## src/rtl/tlc5957_poker_driver.sv

```systemverilog
// Serialiser for a daisy chain of TLC5957 drivers in poker mode: turns bit-plane
// words and two-step function-control writes into SCLK/SIN/LAT bit periods.
module tlc5957_poker_driver #(
  parameter int N_CHIPS  = 1,
  parameter int BITS     = 16,
  parameter int SCLK_DIV = 2
) (
  input  logic                  clk,
  input  logic                  nrst,
  input  logic [48*N_CHIPS-1:0] plane_data,
  input  logic                  plane_valid,
  output logic                  plane_ready,
  input  logic [48*N_CHIPS-1:0] fc_data,
  input  logic                  fc_valid,
  output logic                  fc_ready,
  output logic                  SCLK,
  output logic                  SIN,
  output logic                  LAT,
  output logic                  busy,
  output logic                  frame_done
);
  localparam int L     = 48 * N_CHIPS;
  localparam int CNT_W = $clog2(L + 1);
  localparam int DIV_W = (SCLK_DIV > 1) ? $clog2(SCLK_DIV) : 1;

  localparam logic [CNT_W-1:0] CNT_SHIFT  = CNT_W'(L);
  localparam logic [CNT_W-1:0] CNT_FC_EN  = CNT_W'(15);
  localparam logic [CNT_W-1:0] CNT_ONE    = CNT_W'(1);
  localparam logic [DIV_W-1:0] DIV_LAST   = DIV_W'(SCLK_DIV - 1);
  localparam logic [3:0]       LAST_PLANE = 4'(BITS - 1);
  localparam logic [2:0]       LEN_WRTGS  = 3'd1;
  localparam logic [2:0]       LEN_LATGS  = 3'd3;
  localparam logic [2:0]       LEN_WRTFC  = 3'd5;

  typedef enum logic [2:0] {IDLE, FC_EN, FC_GAP, SHIFT, TRAIL} state_t;

  state_t           state_reg, state_next;
  logic [CNT_W-1:0] bit_cnt_reg, bit_cnt_next;
  logic [L-1:0]     shreg_reg, shreg_next;
  logic [2:0]       lat_len_reg, lat_len_next;
  logic [3:0]       plane_idx_reg, plane_idx_next;
  logic             is_plane_reg, is_plane_next;
  logic [DIV_W-1:0] div_cnt_reg, div_cnt_next;
  logic             sclk_reg, sclk_next;
  logic             sin_reg, sin_next;
  logic             lat_reg, lat_next;
  logic             frame_done_reg, frame_done_next;
  logic             ready_en_reg;
  logic             idle_ok;
  logic             fc_take;
  logic             plane_take;
  logic             bit_end;

  // Handshakes stay closed for the first cycle after reset release.
  assign idle_ok     = (state_reg == IDLE) && ready_en_reg;
  assign fc_ready    = idle_ok && (plane_idx_reg == 4'd0);
  assign plane_ready = idle_ok && (!fc_valid || (plane_idx_reg != 4'd0));
  assign fc_take     = fc_ready && fc_valid;
  assign plane_take  = plane_ready && plane_valid && !fc_take;

  always_comb begin
    state_next      = state_reg;
    bit_cnt_next    = bit_cnt_reg;
    shreg_next      = shreg_reg;
    lat_len_next    = lat_len_reg;
    plane_idx_next  = plane_idx_reg;
    is_plane_next   = is_plane_reg;
    div_cnt_next    = div_cnt_reg;
    sclk_next       = sclk_reg;
    frame_done_next = 1'b0;
    bit_end         = 1'b0;

    if (state_reg == IDLE) begin
      sclk_next    = 1'b0;
      div_cnt_next = '0;
      if (fc_take) begin
        state_next    = FC_EN;
        bit_cnt_next  = CNT_FC_EN;
        shreg_next    = fc_data;
        lat_len_next  = LEN_WRTFC;
        is_plane_next = 1'b0;
      end else if (plane_take) begin
        state_next    = SHIFT;
        bit_cnt_next  = CNT_SHIFT;
        shreg_next    = plane_data;
        lat_len_next  = (plane_idx_reg == LAST_PLANE) ? LEN_LATGS : LEN_WRTGS;
        is_plane_next = 1'b1;
      end
    end else begin
      if (div_cnt_reg == DIV_LAST) begin
        div_cnt_next = '0;
        sclk_next    = ~sclk_reg;
        bit_end      = sclk_reg;
      end else begin
        div_cnt_next = div_cnt_reg + 1'b1;
      end
    end

    // A bit period ends when the high phase expires; the next bit starts low.
    if (bit_end) begin
      case (state_reg)
        FC_EN: begin
          if (bit_cnt_reg == CNT_ONE) begin
            state_next   = FC_GAP;
            bit_cnt_next = CNT_ONE;
          end else begin
            bit_cnt_next = bit_cnt_reg - CNT_ONE;
          end
        end
        FC_GAP: begin
          state_next   = SHIFT;
          bit_cnt_next = CNT_SHIFT;
        end
        SHIFT: begin
          shreg_next = {shreg_reg[L-2:0], 1'b0};
          if (bit_cnt_reg == CNT_ONE) begin
            state_next   = TRAIL;
            bit_cnt_next = CNT_ONE;
          end else begin
            bit_cnt_next = bit_cnt_reg - CNT_ONE;
          end
        end
        TRAIL: begin
          state_next = IDLE;
          if (is_plane_reg) begin
            if (plane_idx_reg == LAST_PLANE) begin
              plane_idx_next  = 4'd0;
              frame_done_next = 1'b1;
            end else begin
              plane_idx_next = plane_idx_reg + 4'd1;
            end
          end
        end
        default: state_next = IDLE;
      endcase
    end

    // SIN/LAT are derived from the upcoming bit so they only move at low-phase start.
    sin_next = (state_next == SHIFT) ? shreg_next[L-1] : 1'b0;
    lat_next = (state_next == FC_EN) ||
               ((state_next == SHIFT) && (bit_cnt_next <= CNT_W'(lat_len_next)));
  end

  always_ff @(posedge clk or negedge nrst) begin
    if (!nrst) begin
      state_reg      <= IDLE;
      bit_cnt_reg    <= '0;
      shreg_reg      <= '0;
      lat_len_reg    <= LEN_WRTGS;
      plane_idx_reg  <= 4'd0;
      is_plane_reg   <= 1'b0;
      div_cnt_reg    <= '0;
      sclk_reg       <= 1'b0;
      sin_reg        <= 1'b0;
      lat_reg        <= 1'b0;
      frame_done_reg <= 1'b0;
      ready_en_reg   <= 1'b0;
    end else begin
      state_reg      <= state_next;
      bit_cnt_reg    <= bit_cnt_next;
      shreg_reg      <= shreg_next;
      lat_len_reg    <= lat_len_next;
      plane_idx_reg  <= plane_idx_next;
      is_plane_reg   <= is_plane_next;
      div_cnt_reg    <= div_cnt_next;
      sclk_reg       <= sclk_next;
      sin_reg        <= sin_next;
      lat_reg        <= lat_next;
      frame_done_reg <= frame_done_next;
      ready_en_reg   <= 1'b1;
    end
  end

  assign SCLK       = sclk_reg;
  assign SIN        = sin_reg;
  assign LAT        = lat_reg;
  assign busy       = (state_reg != IDLE);
  assign frame_done = frame_done_reg;

endmodule
```

## config.mk

```make
export PLATFORM = sky130hd
export DESIGN_NAME = tlc5957_poker_driver
export DESIGN_NICKNAME = d
export VERILOG_FILES = /design/src/rtl/tlc5957_poker_driver.sv
export SDC_FILE = /design/constraint.sdc
export NUM_CORES = 1
export LEC_CHECK = 0
export ABC_AREA = 1
export BUFFER_PORTS_ARGS = -buffer_cell sky130_fd_sc_hd__buf_2
export CAP_MARGIN = 20
export CORE_MARGIN = 4
export CORE_UTILIZATION = 45
export CTS_CLUSTER_DIAMETER = 40
export DETAILED_ROUTE_END_ITERATION = 8
export HOLD_SLACK_MARGIN = 0.05
export PLACE_DENSITY = 0.7
export SLEW_MARGIN = 10
export SYNTH_ARGS = -nofsm -noshare
export SYNTH_HDL_FRONTEND = slang
export SYNTH_SLANG_ARGS = --single-unit
```

## constraint.sdc

```tcl
create_clock -name clk -period 2.9 [get_ports clk]
set_input_delay 0 -clock clk [delete_from_list [all_inputs] [get_ports clk]]
set_output_delay 0 -clock clk [all_outputs]
set_load 0.01 [all_outputs]
```

# Yosys cells after proc, flatten, opt, wreduce, memory -nomap -nowiden
# Cells that the tools add are included.
[classes] div_mod_pow=0 mux=36 n_reduce_logical=20 n_eq_ne=8 shift=0 magnitude_cmp=1 n_mul=0 bitwise_logic=1 addsub=3
[op_table] cell="two-way mux 48 bit" count=5
[op_table] cell="two-way mux 6 bit" count=5
[op_table] cell="two-way mux 3 bit" count=9
[op_table] cell="two-way mux 1 bit" count=13
[op_table] cell="one-hot mux 6 bit (2 select lines)" count=1
[op_table] cell="equality test 3 x 2 -> 1 bit (second input constant)" count=3
[op_table] cell="one-hot mux 3 bit (3 select lines)" count=1
[op_table] cell="logical AND 1 bit" count=7
[op_table] cell="equality test 3 x 1 -> 1 bit (second input constant)" count=2
[op_table] cell="equality test 6 x 1 -> 1 bit (second input constant)" count=1
[op_table] cell="less-or-equal comparator 6 x 3 -> 1 bit" count=1
[op_table] cell="subtractor 6 x 1 -> 6 bit (second input constant)" count=1
[op_table] cell="adder 4 x 1 -> 4 bit (second input constant)" count=1
[op_table] cell="equality test 4 bit (second input constant)" count=1
[op_table] cell="logical NOT 4 bit" count=1
[op_table] cell="two-way mux 4 bit" count=1
[op_table] cell="nonzero test 2 bit" count=2
[op_table] cell="nonzero test 4 bit" count=1
[op_table] cell="equality test 3 bit (second input constant)" count=1
[op_table] cell="logical NOT 3 bit" count=1
[op_table] cell="AND reduction 3 bit" count=1
[op_table] cell="nonzero test 3 bit" count=1
[op_table] cell="logical NOT 1 bit" count=2
[op_table] cell="logical OR 1 bit" count=2
[op_table] cell="5 further kinds" count=5
[word_totals] mem_count=0 reg_bits=71 latchBits=0 rom_bits=0 ramBits=0 word_cells=81 out_inout_bits=7 in_bits=100

# Longest topological paths before layout
[logic_depth] depth_word=15 ltp_mapped=16 ltp_nobuf=14

# Worst setup path before layout
# OpenSTA, ideal clock, no wires.
[synth_timing] path_kind="flip-flop to flip-flop" from="reg plane_idx_reg[0]" to="reg lat_reg, in the netlist LAT" setup_time_ns=0.121 t_arrival_ns=2.165 stages_incl_launch_ff=17 n_path_buf=2 t_required_ns=2.779 synth_period_minus_slack_ns=2.287 path_slack_ns=0.613 cell_sequence="dfrtp_1 inv_1 ha_1 nand4_2 nand3_2 buf_6 clkinv_2 buf_6 o21ai_0 o21a_1 inv_1 ha_1 nand3b_1 a32oi_1 nor2_1 nand2_1 a21oi_1"
[synth_via] word_cells_on_any_way=31 classes_between="1 x order compare; 3 x eq/ne; 16 x mux; 11 x reduce/logical"
[synth_rtl] item="start, declared" line_no="41" rtl="logic [3:0] plane_idx_reg, plane_idx_next;"
[synth_rtl] item="start signal, assigned" line_no="163" rtl="plane_idx_reg <= plane_idx_next;"
[synth_rtl] item="nonzero test 4 bit / logical NOT 4 bit (equally long branches)" line_no="57, 56"
[synth_rtl] item="logical OR 1 bit / logical AND 1 bit (equally long branches)" line_no="57, 56"
[synth_rtl] item="logical AND 1 bit, on equally long branches" line_no="57, 58"
[synth_rtl] item="logical AND 1 bit / logical NOT 1 bit (equally long branches)" line_no="59" rtl="assign plane_take = plane_ready && plane_valid && !fc_take;"
[synth_rtl] item="logical AND 1 bit" line_no="59"
[synth_rtl] item="two-way mux 6 bit" line_no="82" rtl="end else if (plane_take) begin"
[synth_rtl] item="two-way mux 6 bit *" line_no="76" rtl="if (fc_take) begin"
[synth_rtl] item="two-way mux 6 bit *" line_no="73" rtl="if (state_reg == IDLE) begin"
[synth_rtl] item="one-hot mux 6 bit (2 select lines)" line_no="101" rtl="case (state_reg)"
[synth_rtl] item="two-way mux 6 bit *" line_no="100" rtl="if (bit_end) begin"
[synth_rtl] item="named net bit_cnt_next[0]" line_no="38" rtl="logic [CNT_W-1:0] bit_cnt_reg, bit_cnt_next;"
[synth_rtl] item="less-or-equal comparator 6 x 3 -> 1 bit *" line_no="141" rtl="((state_next == SHIFT) && (bit_cnt_next <= CNT_W'(lat_len_next)));"
[synth_rtl] item="logical AND 1 bit *" line_no="141"
[synth_rtl] item="logical OR 1 bit *" line_no="140" rtl="lat_next = (state_next == FC_EN) ||"
[synth_rtl] item="named net lat_next" line_no="46" rtl="logic lat_reg, lat_next;"
[synth_rtl] item="end signal, assigned" line_no="168" rtl="lat_reg <= lat_next;"
[synth_rtl] item="end, declared" line_no="46"
# Mark *: on every way through the listed nets, which the timed path passes. The rest lies on a longest branch.
# A chain may end at the register's enable or synchronous reset.

# Worst setup path in the final report
[layout_timing] from="reg plane_idx_reg[0]" to="reg shreg_reg[30]"
[layout_via] elab_chain_cells=10 word_cells_on_any_way=14 classes_between="5 x mux; 9 x reduce/logical"
[layout_rtl] item="nonzero test 4 bit / logical NOT 4 bit (equally long branches)" line_no="57, 56"
[layout_rtl] item="logical OR 1 bit / logical AND 1 bit (equally long branches)" line_no="57, 56"
[layout_rtl] item="logical AND 1 bit, on equally long branches" line_no="57, 58"
[layout_rtl] item="logical AND 1 bit / logical NOT 1 bit (equally long branches)" line_no="59"
[layout_rtl] item="logical AND 1 bit" line_no="59"
[layout_rtl] item="two-way mux 48 bit" line_no="82"
[layout_rtl] item="two-way mux 48 bit *" line_no="76"
[layout_rtl] item="two-way mux 48 bit *" line_no="73"
[layout_rtl] item="two-way mux 48 bit" line_no="101"
[layout_rtl] item="two-way mux 48 bit *" line_no="100"
[layout_rtl] item="named net shreg_next[30]" line_no="39" rtl="logic [L-1:0] shreg_reg, shreg_next;"
[layout_rtl] item="end signal, assigned" line_no="161" rtl="shreg_reg <= shreg_next;"
[layout_rtl] item="end, declared" line_no="39"
# Marks and branches as above.

==> qor.json <==
{
  "hold_path": {
    "min_delay_worst_endpoint": "shreg_reg[47]",
    "timing.hold.worst.class": "input port to register",
    "hold_critical_path_depth": 6,
    "worst_hold_startpoint": "plane_data[47]"
  },
  "timing": {
    "worst-slew-pin-transition_ps": 894,
    "final-setup-viol-count": 0,
    "achievable-frequency_ghz": 0.373,
    "finalClockSkew_ps": 12.2,
    "hold_violation_count_in_the_final_report": 0,
    "grt_setup_unrepaired": "no",
    "finalMaxSlewViolations": 0,
    "fin_tns_setup_ps": 0,
    "final.min_clock_period_ps": 2680,
    "relSlewSlack_pct": 40.4,
    "timing.final.crit_share_pct": 92.4
  },
  "clocking": {
    "cts_tree": "yes",
    "tritoncts.num_buffers": 9,
    "cts.sinks": 71,
    "clkLatencyLatePin_ps": 340,
    "cts_root_buf": "sky130_fd_sc_hd__clkbuf_8",
    "cts_max_path_buffers": 2,
    "htree_num_levels": 3,
    "clk_transition_reported_paths_ps": 70
  },
  "floorplanning": {
    "pin_count": 107,
    "initial_utilization_pct": 46.5,
    "core_um2": 8300,
    "row_count": 33,
    "die_height_um": 101,
    "fp.dieW_um": 101,
    "full_die_area_um2": 10100
  },
  "routing": {
    "num_vias": 4078,
    "postRouteWirelength_um": 11200,
    "drcViolationCount": 0,
    "post_drt_via_cell_ratio": 5.19,
    "drtAntennaViolNets": 0,
    "detail_route.first_pass.iterations": 4,
    "wl_per_cell_um": 14.3,
    "drt_iter0_markers": 240
  },
  "layout": {
    "post_route_cells_drive_above_1_share_pct": 24.8,
    "leading_cell_type_in_the_layout_fill_and_taps_excluded": "sky130_fd_sc_hd__nand2_1",
    "largest_register_ff_count": 48,
    "layout.core_utilization_pct": 67.1,
    "layout_common_cells": "sky130_fd_sc_hd__nand2_1, sky130_fd_sc_hd__buf_2, sky130_fd_sc_hd__dlygate4sd3_1",
    "final_nets": 784,
    "antenna-diode-count": 0,
    "postLayoutCellArea_um2": 5570,
    "layout.filler_cells": 660,
    "area_growth_syn_to_layout_pct": 44.3
  },
  "outcome": {
    "outcome": "finished clean"
  },
  "setup_path": {
    "timing.reg2reg.worst_path_depth": 9,
    "crit-reg2reg-launch": "plane_idx_reg[0]",
    "cp.required_ps": 3180,
    "critPathLaunchType": "register",
    "critical_path_peak_fanout": 41,
    "rrSetupSlack_ps": 220,
    "timing.critical_path.to_type": "register",
    "timing.critical_path.arrival_ps": 2960,
    "worstReg2RegEnd": "shreg_reg[30]",
    "timing.setup.critical_path_class": "register to register"
  },
  "job": {
    "max_cap_viol_count": 0
  },
  "logic_synthesis": {
    "async_set_or_reset_register_ratio_after_synthesis_pct": 100,
    "yosysSeqAreaShare_pct": 46.0,
    "synth_cell_types": 36,
    "synth-main-ff-cell": "sky130_fd_sc_hd__dfrtp_1",
    "synthAdderAreaFrac_pct": 2.27,
    "synth_top_family_by_area": "simple AND/OR/NAND/NOR gates",
    "synth-edff-count": 0,
    "post_synthesis_mux_area_share_pct": 0,
    "yosys.area_share.simple_pct": 24.4,
    "post_synthesis_instance_total": 483,
    "yosys_warnings": 0,
    "syn_avg_cell_area_um2": 7.99,
    "synth_xor_area_share_pct": 0.454,
    "postSynthRegisterBits": 71,
    "synth.net_count": 590,
    "combined_area_of_all_synthesized_cells_um2": 3860,
    "synth-compound-area-share_pct": 19.2
  },
  "grt": {
    "grt_max_degree": 72,
    "grt_pass1_vias": 4071,
    "grt_overflow": 0,
    "grt_pass1_wl_um": 18500,
    "antenna_found_initial": 0,
    "global_route.usage.total_pct": 22.6
  },
  "placement": {
    "input_output_buffers": 106,
    "gp_congestion": 0.903,
    "postPlaceCellArea_um2": 4420,
    "place_hpwl_um": 6640
  },
  "power_and_ir_drop": {
    "power.static_leakage_nw": 2.52,
    "max-vdd-ir-drop_mv": 0.397,
    "power_per_cell_area_nw_per_um2": 901,
    "totalPowerFinal_mw": 5.02
  }
}
area by class of cell:
class	count	area [µm²]	share of cell area, %
clock buffers	12	165	2.96
clock inverters	3	17.5	0.314
inverters	34	129	2.31
multi-input cells	352	1790	32.2
flip-flops and latches	71	1780	31.9
well taps	105	131	2.36
repair buffers	209	1560	28.0
worst max path at each step:
stage	slack, ps	depth (start not counted)	end	startpoint
after global routing	60	10	shreg_reg[41]	plane_idx_reg[0]
after detailed placement	450	14	LAT	plane_idx_reg[0]
after global placement	530	14	LAT	plane_idx_reg[0]
final	220	9	shreg_reg[30]	plane_idx_reg[0]
after floorplan	610	16	LAT	plane_idx_reg[0]
after CTS	160	10	shreg_reg[5]	plane_idx_reg[0]
report_power, final:
part	switching (mW)	internal, mW	total, mW
sequential	0.298	1.46	1.75
clock	0.363	0.373	0.737
combinational	1.16	1.38	2.53
total	1.82	3.20	5.02
routing by layer:
metal / global-route usage (%) / vias up / part of all wire, %
met1: 28.1 / 1913 / 40
met4: 11.5 / 0 / 3.9
met3: 3.53 / 40 / 4.8
met5: 0 / - / 0
met2: 38.0 / 136 / 51
li1: - / 1989 / -
timing repair:
item	in CTS	in global routing
endpoints found under the hold margin	117	0
gates resized for setup	0	1
setup buffers	0	2
hold buffers	95	0
endpoints found under the setup margin	0	44
synthesized netlist by cell type, types with 2 or more instances:
library cell,n,area (µm²)
sky130_fd_sc_hd__a21oi_2,20,175
sky130_fd_sc_hd__buf_6,5,56.3
sky130_fd_sc_hd__or2_2,2,12.5
sky130_fd_sc_hd__nand3_1,9,45.0
sky130_fd_sc_hd__a31oi_1,46,288
sky130_fd_sc_hd__o22ai_1,3,18.8
sky130_fd_sc_hd__a21oi_1,34,170
sky130_fd_sc_hd__xor2_1,2,17.5
sky130_fd_sc_hd__nor2_1,64,240
sky130_fd_sc_hd__nor2_4,3,33.8
sky130_fd_sc_hd__nand2_1,132,495
sky130_fd_sc_hd__inv_2,4,15.0
sky130_fd_sc_hd__o21ai_0,10,50.1
sky130_fd_sc_hd__buf_4,5,37.5
sky130_fd_sc_hd__buf_2,8,40.0
sky130_fd_sc_hd__nand3b_1,2,15.0
sky130_fd_sc_hd__nand2_2,2,12.5
sky130_fd_sc_hd__dfrtp_1,70,1750
sky130_fd_sc_hd__inv_1,29,109
sky130_fd_sc_hd__clkbuf_1,8,30.0
sky130_fd_sc_hd__nor3_1,2,10.0
sky130_fd_sc_hd__ha_1,7,87.6
sky130_fd_sc_hd__nand4_1,3,18.8
critical path: stages, from the launching register on:
cell	delay, ps
sky130_fd_sc_hd__dfrtp_1	370
sky130_fd_sc_hd__inv_1	70
sky130_fd_sc_hd__ha_1	220
sky130_fd_sc_hd__nand4_2	140
sky130_fd_sc_hd__nand3_2	250
sky130_fd_sc_hd__clkinv_2	200
sky130_fd_sc_hd__buf_4	410
sky130_fd_sc_hd__nand2_1	130
sky130_fd_sc_hd__a31oi_1	230
sky130_fd_sc_hd__dlygate4sd3_1	580
per-stage QoR:
step                instances  setup slack (ps)  hold WS [ps]
floorplan                 483               613          -296
global placement          674               527           263
detailed placement        674               447           268
CTS                       784               162          91.7
global route              786              57.3           137
finish                    786               222           102
kinds of logic (layout without fill, tap and decap cells):
kind of cell	after synthesis	after routing
AO/OA/AOI/OAI	118	118
flip-flops	71	71
buffers and inverters	60	258
AND/OR/NAND/NOR	224	224
adder cells (fa/ha/maj)	7	7
other	1	1
XOR/XNOR	2	2
(Power assumes the default switching activity.)
